File: src/rtl/mod_sq_pkg.sv
// mod_sq_pkg: shared widths and shift encodings for the magnitude-squared
// integrator.
//   sw_width  - width of one per-sample power term after the FRAC truncation
//   aw_width  - accumulator width, wide enough for 2^CNT_W power terms
//   shift_e   - encoding of cfg_shift (right shift of 0/4/8/12 bits)
package mod_sq_pkg;

   typedef enum logic [1:0] {
      SHIFT_0  = 2'd0,
      SHIFT_4  = 2'd1,
      SHIFT_8  = 2'd2,
      SHIFT_12 = 2'd3
   } shift_e;

   // I^2 + Q^2 needs 2*in_w+1 bits; the FRAC truncation drops frac of them.
   function automatic int sw_width(input int in_w, input int frac);
      return 2 * in_w + 1 - frac;
   endfunction

   function automatic int aw_width(input int in_w, input int frac, input int cnt_w);
      return sw_width(in_w, frac) + cnt_w;
   endfunction

endpackage

File: src/rtl/mod_sq_sat_shift.sv
// mod_sq_sat_shift: combinational precision shift plus saturation.
//   acc   in  AW     integrated power
//   shift in  2      right shift of 4*shift bits
//   data  out OUT_W  shifted value, all ones when it does not fit
//   sat   out 1      data was clipped
module mod_sq_sat_shift
   import mod_sq_pkg::*;
#(
   parameter int AW    = 33,
   parameter int OUT_W = 24
) (
   input  logic [AW-1:0]    acc,
   input  logic [1:0]       shift,
   output logic [OUT_W-1:0] data,
   output logic             sat
);

   logic [AW-1:0] r;

   always_comb begin
      r = acc;
      case (shift_e'(shift))
         SHIFT_0:  r = acc;
         SHIFT_4:  r = acc >> 4;
         SHIFT_8:  r = acc >> 8;
         SHIFT_12: r = acc >> 12;
         default:  r = acc;
      endcase
   end

   always_comb begin
      data = r[OUT_W-1:0];
      sat  = 1'b0;
      // Any set bit above OUT_W means R >= 2^OUT_W.
      if (|r[AW-1:OUT_W]) begin
         data = '1;
         sat  = 1'b1;
      end
   end

endmodule

File: src/rtl/mod_squared_integ.sv
// mod_squared_integ: pipelined |I|^2+|Q|^2 with non-coherent integration over
// cfg_int_len+1 samples, precision shift and saturation, valid/ready output.
//   clk, rst          clock, asynchronous active-high reset
//   cfg_int_len       window length minus one, latched at window start
//   cfg_shift         output shift (4*cfg_shift bits), latched at window start
//   s_valid/s_ready   input handshake; s_i, s_q signed samples
//   m_valid/m_ready   output handshake; m_data power, m_sat clip flag
// Pipeline: S1 squares, S2 sum/truncate, S3 accumulate + output register.
// All stages advance together on en = !m_valid || m_ready.
module mod_squared_integ
   import mod_sq_pkg::*;
#(
   parameter int IN_W  = 16,
   parameter int FRAC  = 4,
   parameter int CNT_W = 4,
   parameter int OUT_W = 24
) (
   input  logic                   clk,
   input  logic                   rst,
   input  logic [CNT_W-1:0]       cfg_int_len,
   input  logic [1:0]             cfg_shift,
   input  logic                   s_valid,
   output logic                   s_ready,
   input  logic signed [IN_W-1:0] s_i,
   input  logic signed [IN_W-1:0] s_q,
   output logic                   m_valid,
   input  logic                   m_ready,
   output logic [OUT_W-1:0]       m_data,
   output logic                   m_sat
);

   localparam int SW = sw_width(IN_W, FRAC);
   localparam int AW = aw_width(IN_W, FRAC, CNT_W);

   logic                   en;
   logic signed [2*IN_W-1:0] i_ext, q_ext;

   logic                   v1, v2;
   logic [2*IN_W-1:0]      sq_i, sq_q;
   logic [SW-1:0]          p;

   logic [AW-1:0]          acc;
   logic [CNT_W-1:0]       cnt, len_l;
   logic [1:0]             shift_l;

   logic                   first, last;
   logic [CNT_W-1:0]       eff_len;
   logic [1:0]             eff_shift;
   logic [AW-1:0]          total;
   logic [OUT_W-1:0]       res_data;
   logic                   res_sat;

   assign en      = !m_valid || m_ready;
   assign s_ready = en;

   // Full-width signed operands; the square of -2^(IN_W-1) is exact in 2*IN_W bits.
   assign i_ext = {{IN_W{s_i[IN_W-1]}}, s_i};
   assign q_ext = {{IN_W{s_q[IN_W-1]}}, s_q};

   // The first sample of a window uses live cfg values, so the window
   // closing decision is correct even when cfg_int_len is 0.
   always_comb begin
      first     = (cnt == '0);
      eff_len   = first ? cfg_int_len : len_l;
      eff_shift = first ? cfg_shift   : shift_l;
      last      = (cnt == eff_len);
      total     = acc + {{(AW-SW){1'b0}}, p};
   end

   mod_sq_sat_shift #(
      .AW    (AW),
      .OUT_W (OUT_W)
   ) u_sat_shift (
      .acc   (total),
      .shift (eff_shift),
      .data  (res_data),
      .sat   (res_sat)
   );

   always_ff @(posedge clk or posedge rst) begin
      if (rst) begin
         v1      <= 1'b0;
         v2      <= 1'b0;
         sq_i    <= '0;
         sq_q    <= '0;
         p       <= '0;
         acc     <= '0;
         cnt     <= '0;
         len_l   <= '0;
         shift_l <= '0;
         m_valid <= 1'b0;
         m_data  <= '0;
         m_sat   <= 1'b0;
      end else if (en) begin
         // S1
         v1   <= s_valid;
         sq_i <= i_ext * i_ext;
         sq_q <= q_ext * q_ext;
         // S2
         v2 <= v1;
         p  <= SW'(({1'b0, sq_i} + {1'b0, sq_q}) >> FRAC);
         // S3: handshake clears, a same-cycle load below keeps m_valid high
         if (m_ready) m_valid <= 1'b0;
         if (v2) begin
            if (first) begin
               len_l   <= cfg_int_len;
               shift_l <= cfg_shift;
            end
            if (last) begin
               m_valid <= 1'b1;
               m_data  <= res_data;
               m_sat   <= res_sat;
               acc     <= '0;
               cnt     <= '0;
            end else begin
               acc <= total;
               cnt <= cnt + CNT_W'(1);
            end
         end
      end
   end

endmodule

File: config.mk
export PLATFORM = sky130hd
export DESIGN_NAME = mod_squared_integ
export DESIGN_NICKNAME = d
export VERILOG_FILES = /design/src/rtl/mod_sq_pkg.sv /design/src/rtl/mod_sq_sat_shift.sv /design/src/rtl/mod_squared_integ.sv
export SDC_FILE = /design/constraint.sdc
export NUM_CORES = 2
export LEC_CHECK = 0
export ABC_AREA = 0
export CAP_MARGIN = 20
export CORE_ASPECT_RATIO = 1.1
export CORE_MARGIN = 2
export CORE_UTILIZATION = 45
export CTS_CLUSTER_DIAMETER = 200
export DETAILED_ROUTE_END_ITERATION = 10
export GPL_TIMING_DRIVEN = 0
export SYNTH_ARGS = -nofsm -noshare
export SYNTH_HDL_FRONTEND = slang
export SYNTH_SLANG_ARGS = --single-unit
File: constraint.sdc
create_clock -name clk -period 13.6 [get_ports clk]
set_input_delay 1.36 -clock clk [delete_from_list [all_inputs] [get_ports clk]]
set_output_delay 1.36 -clock clk [all_outputs]
set_load 0.005 [all_outputs]
# Word-level counts from Yosys, hierarchy flattened
# Index checks and enable logic that the tools add are counted.
[totals]
reg_bits = 164
word_cells = 38
inputBits = 42
output_inout_bits = 27
[op_classes]
n_addsub = 3
eq_ne = 4
n_mul = 2
n_reduce_logical = 7
muxes = 10
[op_table]
columns = ["cell", "count"]
rows = [
  ["$pmux 33 s4", 1],
  ["$mul 16x16->32", 2],
  ["$add 32x32->33", 1],
  ["$add 33x29->33", 1],
  ["$mux 33", 1],
  ["$mux 24", 1],
  ["$reduce_or 9->1", 1],
  ["$mux 4", 2],
  ["$add 4x1->4 const B", 1],
  ["$eq 2x2->1 const B", 2],
  ["$eq 4x4->1", 1],
  ["$logic_not 4->1", 1],
  ["$mux 1", 4],
  ["$reduce_and 3->1", 1],
  ["$eq 2x1->1 const B", 1],
  ["$logic_not 2->1", 1],
  ["$mux 2", 1],
  ["$reduce_and 2->1", 1],
  ["$logic_not 1->1", 1],
  ["$logic_or 1x1->1", 1],
]

# Depth between registers and ports, before layout
[depth]
ltp_word = 6
depth_mapped = 27
depth_no_buf = 26

# Cells and area by module
# From an unflattened synthesis, not the netlist that was laid out.
[unflattened]
hier_cells = 2900
area_unflattened_um2 = 27099.7
[modules_own_cells]
columns = ["module", "area_each_um2", "seq_area_each_um2", "cells_each", "n_inst"]
rows = [
  ["mod_squared_integ", 26220.1, 4003.8, 2808, 1],
  ["mod_sq_sat_shift", 879.6, 0.0, 92, 1],
]

# Worst setup path before layout
# OpenSTA, ideal clock, no wires.
[synth_timing]
path_type = "input to register"
from = "in s_q[1]"
to = "reg sq_q[30]"
arrival_ps = 7262
path_stages = 23
path_slack_ps = 6209
setup_ps = 129
path_cell_list = "clkbuf_1 clkbuf_1 nand2_1 fa_1 fa_1 inv_1 fa_1 fa_1 fa_1 inv_1 fa_1 inv_1 ha_1 a21o_1 a21o_1 a221o_1 nand2b_1 o211ai_1 a31oi_1 or4_1 a31oi_1 xor2_1 o21ai_1"
[synth_between]
elab_chain_len = 1
[synth_lines]
columns = ["element", "line", "source"]
rows = [
  ["from (decl)", "mod_squared_integ.sv:25", "input logic signed [IN_W-1:0] s_q,"],
  ["$mul 16x16->32", "mod_squared_integ.sv:98", "sq_q <= q_ext * q_ext;"],
  ["to (signal assigned)", "mod_squared_integ.sv:98", ""],
  ["to (decl)", "mod_squared_integ.sv:39", "logic [2*IN_W-1:0] sq_i, sq_q;"],
]
# No other way between the ends.
# A chain may end at the register's enable or synchronous reset.

# Worst setup path in the final report
[layout_timing]
from = "in s_i[9]"
to = "reg sq_i[29]"
[layout_between]
elab_chain_len = 1
[layout_lines]
columns = ["element", "line", "source"]
rows = [
  ["from (decl)", "mod_squared_integ.sv:24", "input logic signed [IN_W-1:0] s_i,"],
  ["$mul 16x16->32", "mod_squared_integ.sv:97", "sq_i <= i_ext * i_ext;"],
  ["to (signal assigned)", "mod_squared_integ.sv:97", ""],
  ["to (decl)", "mod_squared_integ.sv:39", ""],
]
# No other way between the ends.

==> results.md <==
- GP Congestion: roughly 0.9
- Most frequently used flop master after synthesis: dfrtp_1
- EDFF count, synth: 0
- Asr flop ratio synth: 100%
- Fin crit period: 8.75 ns
- Synth cell count leaders: 660 x inv_1, 469 x fa_1, 282 x nand2_1
- H-Tree Depth: 4
- Post-CTS Hold Fix Bufs: 0
- Status: finished, final reports clean
- Via Count: just over 20,000
- Area contributors post-synth: fa_1 34%, dfrtp_1 15%, ha_1 11%
- Clock Path Buffers: 2
- Post-synthesis sequential area ratio: between 10% and 20%
- Max Clk Rate: around 110 MHz
- Drt drc: 0
- Multi-input gate area: 20,400 µm²
- Crit path capture type: flop
- R2R Setup Slk: between 9 and 10 ns
- Grt ovf: 0
- Clk sinks: 160
- DP HPWL: around 57,000 µm
- Area share of the largest cell type after synthesis: 34.5%
- Slew Limit Fails: 0
- Post-CTS Repair Setup Buffers: 0
- Reg2reg start: p[0]
- R2R depth: 13
- Initial antenna violation count: 0
- Worst setup SP type: input pin
- Ys Warns: 0
- Hold Path Depth: 2
- Slew HR: between 15 and 20%
- Fin Clk Skew: about 0.016 ns
- Distinct cells, synth: 77
- Num ports: about 70
- Yosys reg bits: 160
- Area of the die: approximately 62,000 µm²
- Core Rows: 94
- CTS tree: yes
- CTS resizes: 0
- Final net count: ~3,800
- Clock Latency Late Sink: between 0.4 and 0.5 ns
- Starting DRT DRC Count: 1,172
- Synth-to-Final Area Change: 8.16%
- Worst r2r dst: m_data[19]
- Worst hold start: v1
- Hold Path Sink: v1
- Worst EP arrival: 9.07 ns
- Largest net degree at the start of global routing: around 100
- Synthesized cell area: ~27,000 µm²
- Core Region: approximately 60,000 µm²
- Final Core Density: 49.2%
- Diode count: 0
- Max cap viols: 0
- Crit share post-route: ~64%
- Syn_nets: between 3,000 and 4,000
- Unrepaired setup endpoints after global routing: no
- Routed Wire Length: 68,000 µm
- Worst setup path class: input pin to flop
- Vias per cell: approximately 5.3
- First-pass GRT wire length: 113,000 µm
- Final hold violations: 0
- PortBufs: 65
- Worst EP required: 13.92 ns
- Die Y: about 260 µm
- Synth Instances: 2,956
- Number of global-route vias before repair: roughly 22,000
- Crit-path max FO: 10
- Endpoints failing setup: 0
- HP Class: flop to flop
- Slew @ Worst Pin: 1.22 ns
- Die X: between 200 and 250 µm
- Fillers: ~5,600
- Mean Syn Cell Area: approximately 9 µm²
- Initial core utilization: around 45%
- Num CTS Buffers: 17
- Layout cells sized above 1: approximately 2.5%
- Count leader, synth: inv_1
- Sequential standard cell area: 4000 µm²
- First drt pass iteration count: 6
- Count of antenna-violating nets left after detailed routing: 0
- Leading area contributor after synthesis: fa_1
- GRT Total Usage: between 20% and 30%
- DR WL/cell: about 18 µm
- Clock tree root buffer cell: clkbuf_16
- Clock slew at reported path FFs: roughly 0.08 ns
- Setup_tns: 0 ns
-- worst max-delay path, stage by stage --
cell and delay (ns):
clkdlybuf4s50_1 0.80, clkbuf_1 0.66, nand2_1 0.22, fa_1 0.55
fa_1 0.53, fa_1 0.53, inv_1 0.06, fa_1 0.50
fa_1 0.49, inv_1 0.06, fa_1 0.51, inv_1 0.05
ha_1 0.34, a21o_1 0.18, a21oi_1 0.13, nor2b_1 0.06
a311oi_1 0.58, o21ai_0 0.33, a21oi_1 0.27, and3_1 0.27
nor2_1 0.08, a2111oi_0 0.40, a211oi_1 0.09
-- placed cells by master (no fill, tap or decap), types with 8 or more instances in the layout --
master             n
nor2b_1           16
mux2i_1           34
a211oi_1          15
nand2_1          282
nor2_1           166
o22a_1            21
inv_1            659
nand4_1            8
o21bai_1          18
xor2_1            49
clkbuf_16         17
o31ai_1           25
fa_1             469
nor3_1            23
a31oi_1           11
ha_1             241
mux2_2             8
a22o_1            19
clkbuf_1          87
nand3_1           20
xnor2_1           87
dfrtp_1          160
nand2b_1          21
a21o_1            47
and3_1            17
o21a_1            17
a21oi_1          134
clkdlybuf4s50_1   65
and2_1            93
o21ai_0           89
-- registers in the layout, indices dropped and copies added, names as in the netlist --
signal	flops
len_l	4
acc	33
cnt	4
sq_q	30
v1	1
m_sat	1
v2	1
p	29
m_valid	1
shift_l	2
m_data	24
sq_i	30
-- metal layers --
metal / part of all wire (%) / up-vias / wire (µm) / global-route usage (%)
li1: - / 9425 / - / -
met1: 43 / 10300 / 29400 / 29.9
met2: 50 / 454 / 33900 / 40.3
met3: 3.8 / 108 / 2590 / 1.82
met4: 3.1 / 0 / 2140 / 7.52
met5: 0 / - / 0 / 0
-- cells by family after synthesis --
| family | synth area share (%) |
|---|---|
| XOR/XNOR | 4.38 |
| multiplexers | 1.58 |
| buffers and inverters | 10.5 |
| AO/OA/AOI/OAI | 11.6 |
| flip-flops | 14.7 |
| adder cells (fa/ha/maj) | 45.6 |
| AND/OR/NAND/NOR | 11.6 |
-- how the worst max path moves through the flow --
stage / start / to / slack, ns / depth (start not counted)
floorplan: s_q[1] / sq_q[30] / 6.21 / 23
global placement: s_q[1] / sq_q[30] / 4.56 / 24
detailed placement: s_q[1] / sq_q[30] / 4.44 / 24
CTS: s_q[1] / sq_q[30] / 4.90 / 24
global route: s_i[9] / sq_i[31] / 4.45 / 23
finish: s_i[9] / sq_i[29] / 4.85 / 23
-- per-stage QoR --
stage               std cells  setup WS (ns)  instance area, µm²  hold slack [ns]
floorplan                2956           6.21               27200            0.439
global placement         3789           4.56               28800            0.449
detailed placement       3791           4.44               28900            0.460
CTS                      3823           4.90               29400            0.476
global route             3823           4.45               29400            0.501
finish                   3823           4.85               29400            0.476
-- area by class of cell --
type | count | share of cell area, %
clock inverters | 15 | 0.489
plain buffers | 95 | 1.26
clock buffers | 17 | 1.45
flip-flops and latches | 160 | 13.6
inverters | 661 | 8.45
well taps | 768 | 3.26
repair buffers | 67 | 2.32
multi-input cells | 2040 | 69.2
Power is not shown: default switching activity piles up to over one toggle a cycle in this logic, so the estimate is an artifact.
